File: src/rtl/mouse_register_writer.sv
// Host-side writer for the Kempston mouse CPLD: accumulates motion/wheel/buttons and writes changed X/Y/KEY bytes.
// Optional wheel accumulation is enabled with `define MOUSE_WHEEL_EN.
//
// state | meaning
// IDLE  | no write pending, DO holds last byte, BUSY low
// SETUP | DO carries snapshot, strobe low, counting setup time
// PULSE | selected strobe high
// HOLD  | strobe low, DO held; then next dirty register or IDLE
module mouse_register_writer #(
    parameter int SETUP_CYCLES = 4,
    parameter int PULSE_CYCLES = 4,
    parameter int HOLD_CYCLES  = 4
) (
    input  logic       CLK,
    input  logic       RESET,
    input  logic       MOVE_VALID,
    input  logic [8:0] DX,
    input  logic [8:0] DY,
    input  logic [3:0] DWHEEL,
    input  logic [2:0] BTN,
    output logic [7:0] DO,
    output logic       MX,
    output logic       MY,
    output logic       MKEY,
    output logic       BUSY
);

    localparam int CNT_MAX = (SETUP_CYCLES > PULSE_CYCLES)
                             ? ((SETUP_CYCLES > HOLD_CYCLES) ? SETUP_CYCLES : HOLD_CYCLES)
                             : ((PULSE_CYCLES > HOLD_CYCLES) ? PULSE_CYCLES : HOLD_CYCLES);
    localparam int CW = $clog2(CNT_MAX) + 1;

    typedef enum logic [1:0] {ST_IDLE, ST_SETUP, ST_PULSE, ST_HOLD} state_t;
    typedef enum logic [1:0] {SEL_X, SEL_Y, SEL_KEY} sel_t;

    state_t        state, state_d;
    sel_t          sel, sel_d;
    logic [CW-1:0] cnt, cnt_d;
    logic          snap;

    logic [7:0] x_acc, y_acc;
    logic [2:0] btn_q;
    logic [3:0] wheel_nib;
    logic       wheel_evt;
    logic [2:0] dirty, dirty_set, dirty_clr;

    logic [7:0] do_d, key_byte;
    logic       mx_d, my_d, mkey_d, busy_d;

    always_ff @(posedge CLK) begin
        if (RESET) begin
            x_acc <= 8'h00;
            y_acc <= 8'h00;
            btn_q <= 3'b000;
        end else if (MOVE_VALID) begin
            x_acc <= x_acc + DX[7:0];
            y_acc <= y_acc + DY[7:0];
            btn_q <= BTN;
        end
    end

    // Only the low byte of the 9-bit deltas matters for modulo-256 accumulation.
    logic unused_inputs;
`ifdef MOUSE_WHEEL_EN
    logic [3:0] wheel_acc;

    always_ff @(posedge CLK) begin
        if (RESET)
            wheel_acc <= 4'hF;
        else if (MOVE_VALID)
            wheel_acc <= wheel_acc + DWHEEL;
    end

    assign wheel_nib     = wheel_acc;
    assign wheel_evt     = MOVE_VALID && (DWHEEL != 4'h0);
    assign unused_inputs = ^{DX[8], DY[8]};
`else
    assign wheel_nib     = 4'hF;
    assign wheel_evt     = 1'b0;
    assign unused_inputs = ^{DX[8], DY[8], DWHEEL};
`endif

    assign key_byte  = {wheel_nib, 1'b1, ~btn_q};
    assign dirty_set = {MOVE_VALID && ((BTN != btn_q) || wheel_evt),
                        MOVE_VALID && (DY[7:0] != 8'h00),
                        MOVE_VALID && (DX[7:0] != 8'h00)};

    // First dirty register at or after 'start', wrapping X -> Y -> KEY -> X.
    function automatic sel_t pick(input logic [2:0] d, input sel_t start);
        sel_t r;
        int   k;
        r = start;
        for (int i = 2; i >= 0; i--) begin
            k = (int'(start) + i) % 3;
            if (d[k]) r = sel_t'(k[1:0]);
        end
        return r;
    endfunction

    function automatic sel_t sel_after(input sel_t s);
        return (s == SEL_KEY) ? SEL_X : sel_t'(s + 2'd1);
    endfunction

    always_comb begin
        state_d = state;
        sel_d   = sel;
        cnt_d   = cnt;
        snap    = 1'b0;
        case (state)
            ST_IDLE: begin
                if (|dirty) begin
                    state_d = ST_SETUP;
                    sel_d   = pick(dirty, SEL_X);
                    cnt_d   = CW'(SETUP_CYCLES - 1);
                    snap    = 1'b1;
                end
            end
            ST_SETUP: begin
                if (cnt == '0) begin
                    state_d = ST_PULSE;
                    cnt_d   = CW'(PULSE_CYCLES - 1);
                end else begin
                    cnt_d = cnt - 1'b1;
                end
            end
            ST_PULSE: begin
                if (cnt == '0) begin
                    state_d = ST_HOLD;
                    cnt_d   = CW'(HOLD_CYCLES - 1);
                end else begin
                    cnt_d = cnt - 1'b1;
                end
            end
            ST_HOLD: begin
                if (cnt != '0) begin
                    cnt_d = cnt - 1'b1;
                end else if (|dirty) begin
                    state_d = ST_SETUP;
                    sel_d   = pick(dirty, sel_after(sel));
                    cnt_d   = CW'(SETUP_CYCLES - 1);
                    snap    = 1'b1;
                end else begin
                    state_d = ST_IDLE;
                end
            end
            default: state_d = ST_IDLE;
        endcase
    end

    // Next values of the registered outputs, so strobes come straight from flops.
    always_comb begin
        do_d      = DO;
        dirty_clr = 3'b000;
        if (snap) begin
            case (sel_d)
                SEL_X:   begin do_d = x_acc;    dirty_clr = 3'b001; end
                SEL_Y:   begin do_d = y_acc;    dirty_clr = 3'b010; end
                default: begin do_d = key_byte; dirty_clr = 3'b100; end
            endcase
        end
        mx_d   = (state_d == ST_PULSE) && (sel_d == SEL_X);
        my_d   = (state_d == ST_PULSE) && (sel_d == SEL_Y);
        mkey_d = (state_d == ST_PULSE) && (sel_d == SEL_KEY);
        busy_d = (state_d != ST_IDLE);
    end

    always_ff @(posedge CLK) begin
        if (RESET) begin
            state <= ST_IDLE;
            sel   <= SEL_X;
            cnt   <= '0;
            dirty <= 3'b111;
            DO    <= 8'hFF;
            MX    <= 1'b0;
            MY    <= 1'b0;
            MKEY  <= 1'b0;
            BUSY  <= 1'b0;
        end else begin
            state <= state_d;
            sel   <= sel_d;
            cnt   <= cnt_d;
            dirty <= (dirty & ~dirty_clr) | dirty_set;
            DO    <= do_d;
            MX    <= mx_d;
            MY    <= my_d;
            MKEY  <= mkey_d;
            BUSY  <= busy_d;
        end
    end

endmodule

File: config.mk
export PLATFORM = sky130hd
export DESIGN_NAME = mouse_register_writer
export DESIGN_NICKNAME = d
export VERILOG_FILES = /design/src/rtl/mouse_register_writer.sv
export SDC_FILE = /design/constraint.sdc
export NUM_CORES = 1
export LEC_CHECK = 0
export ABC_AREA = 1
export ABC_CLOCK_PERIOD_IN_PS = 2600
export BUFFER_PORTS_ARGS = -buffer_cell sky130_fd_sc_hd__buf_2
export CORE_ASPECT_RATIO = 1.75
export CORE_MARGIN = 8
export CORE_UTILIZATION = 55
export CTS_CLUSTER_DIAMETER = 30
export DETAILED_ROUTE_END_ITERATION = 8
export PLACE_DENSITY = 0.78
export REMOVE_ABC_BUFFERS = 1
export SETUP_SLACK_MARGIN = 0.5
export SLEW_MARGIN = 20
export SYNTH_ARGS = -nofsm -noshare
export SYNTH_HDL_FRONTEND = slang
export SYNTH_SLANG_ARGS = --single-unit
export TNS_END_PERCENT = 5
File: constraint.sdc
create_clock -name CLK -period 2.6 [get_ports CLK]
set_input_delay 0.13 -clock CLK [delete_from_list [all_inputs] [get_ports CLK]]
set_output_delay 0.13 -clock CLK [all_outputs]
set_load 0.01 [all_outputs]
### Word-level counts from Yosys, hierarchy flattened

Cells that the tools add are included.

| word-level totals | value |
|---|---|
| bits in registers | 41 |
| input port bits | 28 |
| output and inout port bits | 12 |
| logic and storage cells | 87 |

| cells by class | value |
|---|---|
| add/sub/neg operators | 6 |
| div/mod/pow operators | 3 |
| magnitude comparators | 3 |
| eq/ne operators | 8 |
| mux-type cells | 36 |
| bitwise logic cells | 4 |
| reductions and logical operators | 15 |

Operators with widths:

| cell | number |
|---|---|
| 32-bit by 4-bit less-than comparator with 1-bit output (second input constant) | 3 |
| 32-bit by 3-bit remainder unit with 32-bit output (second input constant) | 2 |
| 3-bit by 3-bit remainder unit with 32-bit output (second input constant) | 1 |
| 2-bit two-way mux | 14 |
| 8-bit adder | 2 |
| 8-bit case mux with 2 select lines | 1 |
| 8-bit nonzero test | 2 |
| 3-bit two-way mux | 4 |
| 2-bit == test (second input constant) | 5 |
| 1-bit two-way mux | 9 |
| 3-bit case mux with 3 select lines | 1 |
| 2-bit case mux with 4 select lines | 1 |
| 1-bit binary-select mux with 2-bit select | 3 |
| 1-bit logical AND | 6 |
| 3-bit NOT | 2 |
| 3-bit case mux with 2 select lines | 1 |
| 2-bit by 1-bit == test with 1-bit output (second input constant) | 2 |
| 2-bit logical NOT | 2 |
| 2-bit case mux with 2 select lines | 1 |
| 2-bit by 1-bit adder with 3-bit output (second input constant) | 1 |
| 2-bit by 2-bit adder with 3-bit output (second input constant) | 1 |
| 3-bit bitwise AND | 1 |
| 3-bit logical NOT | 1 |
| 3-bit != test | 1 |
| 8 further kinds | 8 |

### Longest topological paths before layout

Gate-level depths: netlist of run 1.

| logic depth | value |
|---|---|
| word-level depth | 19 |
| gate-level depth with buffers | 19 |
| depth with buffers taken out | 17 |

### Least setup slack after synthesis of run 1

OpenSTA, ideal clock, no wires.

| timing path | value |
|---|---|
| path type | reg-to-reg |
| from | register x_acc[0] |
| to | register x_acc[6] |
| library setup time | 115 ps |
| arrival time | 1678 ps |
| required time | 2485 ps |
| setup slack | 806 ps |
| cell stages (with the launch flop) | 11 |
| buffers on the path | 0 |
| period minus slack after synthesis | 1794 ps |
| path through | dfxtp_1 ha_1 inv_1 fa_1 o21ai_0 a21oi_1 nor2_1 nor2_1 xnor2_1 o21ai_0 inv_1 |

| on the way | value |
|---|---|
| word-level cells in the longest chain between the ends | 1 |

RTL lines:

| what | RTL line | text |
|---|---|---|
| from (decl) | 41 | `logic [7:0] x_acc, y_acc;` |
| from (signal assigned) | 56 | `x_acc <= x_acc + DX[7:0];` |
| 8-bit adder | 56 |  |

No other way between the ends.
A chain may end at the register's enable or synchronous reset.

### Final worst setup path of run 1

Ends and elaborated chain as after synthesis.

==> run_results.csv, run 1 <==
group,metric,value,unit
critical_path,r2r-end,"x_acc[6]",
synthesis,synth_top_cell_area_share,31.9,%
global_route,grt_max_degree,30,
pwr,p_leak,1.43,nW
sta,maxSlewViolCount,0,
synthesis,synth_cell_types,34,
critical_path,r2r_start,"x_acc[0]",
placed_design,place_congestion,0.875,
floorplanning,die_y,107,um
sta,hold_viol_final,0,
synthesis,post-synth-top-area-cell,"dfxtp_1",
final_layout,fin_nets,450,
global_route,antenna_found_initial,0,
synthesis,synth-seq-cells,41,
route,drc,0,
cts,cts_setup_buffers,0,
final_layout,drive_gt1_share,15.2,%
route,dr.first_iter.drc_count,118,
floorplanning,io-pin-count,40,
critical_path,startpoint_type,"flop",
critical_path,crit_path_max_fanout,3,
cts,htreeDepth,2,
critical_path,end_kind,"flop",
synthesis,yosys_warnings,0,
sta,worst_pin_slew,672,ps
critical_path,crit_arrival,2150,ps
global_route,grt_overflow,0,
synthesis,synth_compound_area_share,17.0,%
global_route,grt_pass1_vias,2417,
cts,clockRootBuffer,"clkbuf_8",
cts,cts_num_sinks,41,
synthesis,ys_seq_area_share,31.9,%
sta,setup_viol_count_final,0,
synthesis,synth-simple-area-share,24.6,%
synthesis,synthAdderAreaFrac,11.3,%
synthesis,synth_commonest_cells,"nand2_1, nor2_1, inv_1",
worst_hold_path,hp-class,"in -> reg",
floorplanning,num_rows,33,
critical_path,crit_type,"reg -> reg",
outcome,status,"completed",
synthesis,synth.most_common_cell,"nand2_1",
floorplanning,start_util,56.2,%
sta,fin_skew,13.5,ps
synthesis,synth_edf_count,0,
route,drtAntennaViolNets,0,
worst_hold_path,hold_depth,3,
floorplanning,fp.coreArea,4580,um^2
synthesis,synth_flop_cell,"dfxtp_1",
synthesis,avgSynthCellArea,6.96,um^2
route,routed_wl,5950,um
placed_design,port_buffers,33,
route,wl_per_cell,13.1,um
final_layout,area_delta_synth_final,11.8,%
pwr,power.density,888,nW/um^2
pwr,finalPower,2.56,mW
global_route,grt_pass1_wl,10200,um
cts,cts_tree,"yes",
sta,grt_setup_unrepaired,"true",
worst_hold_path,hp-start,"BTN[0]",
floorplanning,die_w,67.7,um
final_layout,diodes,0,
sta,setup-tns-final,0,ps
run,cap_violations,0,
sta,fin_crit,1960,ps
floorplanning,dieArea,7210,um^2
placed_design,dpl_cell_area,2750,um^2
route,vias_per_cell,5.43,
worst_hold_path,holdPathEnd,"btn_q[0]",
route,dr.pass1.iters,5,
sta,fmax,0.511,GHz
global_route,grt_usage,17.6,%
route,vias,2461,
synthesis,synth_area_leaders,"dfxtp_1, ha_1, nand2_1, nor2_1, inv_1",
final_layout,final_cell_area,2880,um^2
cts,clockBufferDepth,2,
placed_design,dp_hpwl,4520,um
sta,final.period_utilization,75.2,%
critical_path,rr_worst_depth,10,
synthesis,syn_inst,370,
synthesis,syn_area,2570,um^2
cts,clk-insertion-delay-late,300,ps
synthesis,synth_top_family_by_area,"simple AND/OR/NAND/NOR gates",
pwr,vdd_drop_max,0.579,mV
critical_path,reg2reg_slack,640,ps
sta,max-slew-margin-rel,55.2,%
critical_path,crit_required,2800,ps
synthesis,synth_xor_area_share,5.10,%
cts,path_clk_slew,90,ps
synthesis,async_flop_share,0,%
synthesis,synth_mux_area_share,0,%
cts,cts_made_buffers,5,
-- worst max-delay path by stage --
stage               end      from  slack (ps)  cells past startpoint
2_1_floorplan     DO[0]  state[1]           3                      8
3_3_place_gp      DO[0]    cnt[0]         610                     11
3_5_place_dp      DO[0]    cnt[0]         580                     11
4_1_cts           DO[0]    cnt[0]         540                     11
5_1_grt        y_acc[7]  y_acc[2]         420                     12
6_report       x_acc[6]  x_acc[0]         640                     10
-- final cells by class --
cell class	count	area, um^2
inverters	52	195
repair buffers	35	180
clock inverters	3	46.3
flip-flops and latches	41	822
well taps	52	65.1
fillers	403	1700
clock buffers	5	68.8
multi-input cells	265	1500
-- placed cells by master (no fill, tap or decap), types with 2 or more instances in the layout --
cell	count
a21oi_1	36
buf_2	33
buf_4	2
clkbuf_8	5
dfxtp_1	40
fa_1	2
ha_1	19
inv_1	47
inv_2	4
nand2_1	62
nand2_2	3
nand3_1	12
nand3_2	2
nand3b_1	2
nand4_1	3
nor2_1	50
nor2_2	2
nor4_1	5
o211ai_1	2
o21ai_0	34
o21ai_1	5
xnor2_1	4
xor2_1	11
-- cells by family (layout without fill, tap and decap cells) --
logic type,after synthesis,in the layout
buf+inv,64,95
simple gates,145,145
compound gates,83,83
fa+ha+maj,22,22
flops,41,41
xor+xnor,15,15
-- flip-flops by register name (all words and copies together) (netlist names) --
register,flops
DO,8
x_acc,8
y_acc,8
btn_q,3
cnt,3
dirty,3
sel,2
state,2
BUSY,1
MKEY,1
MX,1
MY,1
-- per-stage QoR --
stage               hold slack (ps)  cells  setup slack [ps]  util, %
floorplan                       199    358              3.17        -
global placement                378    445               612     60.1
detailed placement              387    445               583     60.1
CTS                            78.1    453               536     62.6
global route                   98.1    453               418     62.8
finish                         80.6    453               644     62.8
-- critical path, cell delays in order, from the launching register on --
cell,delay [ps]
dfxtp_1,390
ha_1,190
inv_1,70
fa_1,410
o21ai_1,220
a21oi_1,90
nor2_1,120
nor2_1,60
xnor2_1,110
o21ai_0,140
inv_1,60
-- metal layers --
metal  wire length (um)  share of wire (%)  vias up  track usage [%]
li1                   -                  -     1268                -
met1               2280                 38     1116             17.4
met2               3250                 55       61             32.9
met3                245                4.1       16             3.37
met4                170                2.9        0             8.12
met5                  0                  0        -                0
-- power breakdown --
part | internal (mW) | leakage, nW | switching, mW | total [mW]
sequential | 0.758 | 0.340 | 0.107 | 0.865
clock | 0.288 | 0.0543 | 0.240 | 0.528
combinational | 0.418 | 1.04 | 0.746 | 1.16
total | 1.46 | 1.43 | 1.09 | 2.56
-- repair_timing --
action                                  CTS  global route
hold buffers                              0             0
gates resized for setup                   0            10
endpoints found under the setup margin    0            17
Power figures use the tool's default switching activity.
==> inputs of run 2 (changes only) <==
- ABC_AREA: 1 -> 0
- ABC_CLOCK_PERIOD_IN_PS: 2600 -> 1900
- PLACE_DENSITY: 0.78 -> 0.77
- clock period: 2.6 -> 1.9 ns (I/O delays scaled with it)
==> run 2 against run 1 <==
The flow now finishes with violations (setup timing); die area increased by 1.9%; fmax decreased by 6.2%; via count increased by 21%; clock power increased by 16%; routed wire length increased by 72%; non-clock buffer count increased by 58; synthesized area increased by 2.4%; final cell count decreased by 1.8%; power increased by 110%; global-route usage increased by 5.4 points; clock skew increased by 4.1 ps; largest power group unchanged; highest routed layer unchanged.
==> run_results.csv, run 2 <==
group,metric,value,unit
cts,clk-insertion-delay-late,310,ps
outcome,status,"complete, but fails checks",
critical_path,end_kind,"flop",
synthesis,syn_inst,302,
critical_path,crit_arrival,2260,ps
sta,final.period_utilization,110,%
sta,setup_slack,-185,ps
run,cap_violations,0,
synthesis,yosys_warnings,0,
route,drtAntennaViolNets,0,
synthesis,synth-seq-cells,41,
worst_hold_path,hp-class,"in -> reg",
sta,max-slew-margin-rel,52.0,%
final_layout,stdcell_count,445,
cts,postCtsHoldBufs,0,
critical_path,startpoint_type,"flop",
pwr,vdd_drop_max,1.24,mV
pwr,finalPower,5.49,mW
sta,fin_crit,2090,ps
final_layout,fin_nets,442,
critical_path,startpoint,"state[0]",
global_route,grt_usage,23.1,%
final_layout,reg_top3,"DO (8), x_acc (8), y_acc (8)",
cts,cts_made_buffers,5,
placed_design,place_congestion,0.955,
final_layout,layout_commonest_cell,"buf_4",
cts,clockBufferDepth,2,
route,dr.pass1.iters,5,
floorplanning,die_y,108,um
critical_path,r2r-end,"DO[4]",
route,drc,0,
pwr,p_leak,1.65,nW
global_route,grt_pass1_wl,13100,um
synthesis,synth_area_leaders,"dfxtp_1, ha_1, mux2i_1, nor2_1, nor3_1",
sta,maxSlewViolCount,0,
placed_design,dp.cells,433,
route,routed_wl,10300,um
worst_hold_path,hold_depth,3,
pwr,power.density,1400,nW/um^2
synthesis,synth_commonest_cells,"dfxtp_1, nor2_1, inv_1",
floorplanning,die_w,68.3,um
synthesis,ys_seq_area_share,31.1,%
cts,path_clk_slew,80,ps
critical_path,r2r_start,"state[0]",
final_layout,area_delta_synth_final,49.3,%
route,vias_per_cell,6.67,
route,dr.first_iter.drc_count,186,
floorplanning,start_util,56.5,%
synthesis,syn_area,2640,um^2
synthesis,async_flop_share,0,%
global_route,grt_max_degree,21,
critical_path,rr_worst_depth,7,
cts,clockRootBuffer,"clkbuf_8",
sta,fin_skew,17.6,ps
sta,fmax,0.480,GHz
synthesis,post-synth-top-area-cell,"dfxtp_1",
global_route,antenna_found_initial,1,
global_route,grt_overflow,0,
synthesis,synth_flop_cell,"dfxtp_1",
global_route,grt_pass1_vias,2965,
synthesis,synth_top_cell_area_share,31.1,%
floorplanning,fp.coreArea,4670,um^2
sta,worst_pin_slew,719,ps
critical_path,crit_type,"reg -> reg",
cts,htreeDepth,2,
route,wl_per_cell,23.0,um
floorplanning,num_rows,33,
synthesis,avgSynthCellArea,8.73,um^2
floorplanning,dieArea,7350,um^2
placed_design,dp_hpwl,5750,um
outcome,failed_checks,"setup timing",
sta,hold_viol_final,0,
worst_hold_path,holdPathEnd,"btn_q[1]",
placed_design,port_buffers,33,
sta,grt_setup_unrepaired,"true",
synthesis,synth_cell_types,61,
critical_path,reg2reg_slack,-190,ps
worst_hold_path,hp-start,"BTN[1]",
route,vias,2970,
final_layout,mostFrequentLayoutCells,"buf_4, nor2_1, buf_2",
critical_path,crit_required,2070,ps
synthesis,synth_edf_count,0,
floorplanning,io-pin-count,40,
sta,setup_viol_count_final,9,
final_layout,drive_gt1_share,48.5,%
cts,cts_num_sinks,41,
cts,cts_tree,"yes",
critical_path,crit_path_max_fanout,5,
==> run 2: critical path, cell delays in order (launching register included) <==
cell	delay, ps
dfxtp_2	350
buf_4	130
ha_4	150
nand3b_1	130
a211o_4	400
nor4_4	440
buf_4	240
a21oi_1	110
==> run 2: cells by family (layout without fill, tap and decap cells) <==
group,Yosys count,in the layout,share of synthesized area [%]
compound gates,67,67,20.2
xor+xnor,7,7,2.32
fa+ha+maj,22,22,11.0
buf+inv,33,123,5.22
flops,41,41,31.1
mux,20,20,7.68
other cells,0,1,0
simple gates,112,112,22.4
==> run 2: timing repair <==
action / CTS / global route
pin swaps: 29 / 61
setup endpoints to repair: 34 / 34
buffers inserted: 4 / 0
gates cloned: 0 / 0
resized for setup: 53 / 67
==> run 2: metal layers <==
layer | track usage (%) | vias up | wire length, um
li1 | - | 1280 | -
met1 | 20.7 | 1443 | 3350
met2 | 42.4 | 166 | 5420
met3 | 3.44 | 81 | 550
met4 | 18.4 | 0 | 937
met5 | 0 | - | 0
==> run 2: through the flow <==
step	utilization [%]	cell area, um^2	setup slack (ps)	TNS (ps)	hold WS, ps
4_1_cts	76.7	3580	-16.1	-59.5	71.8
5_1_grt	84.4	3940	-238	-1410	85.9
3_5_place_dp	69.4	3240	-180	-1380	371
3_3_place_gp	69.4	3240	-135	-831	356
2_1_floorplan	-	2590	-258	-1400	164
6_report	84.4	3940	-185	-1060	72.2
==> run 2: final cells by class <==
| class | count | area [um^2] |
|---|---|---|
| Multi-Input combinational cell | 228 | 2200 |
| Sequential cell | 41 | 840 |
| Fill cell | 243 | 728 |
| Timing Repair Buffer | 93 | 653 |
| Clock buffer | 7 | 86.3 |
| Inverter | 23 | 86.3 |
| Tap cell | 52 | 65.1 |
| Antenna cell | 1 | 2.50 |
==> run 2: worst max-delay path by stage <==
stage | cells past startpoint | to
4_1_cts | 8 | dirty[1]
2_1_floorplan | 7 | dirty[0]
3_3_place_gp | 7 | dirty[0]
5_1_grt | 9 | DO[4]
3_5_place_dp | 7 | dirty[0]
6_report | 7 | DO[4]
==> run 2: where the power goes <==
group | internal [mW] | switching [mW]
registers | 1.08 | 0.207
logic | 1.74 | 1.85
clock network | 0.289 | 0.321
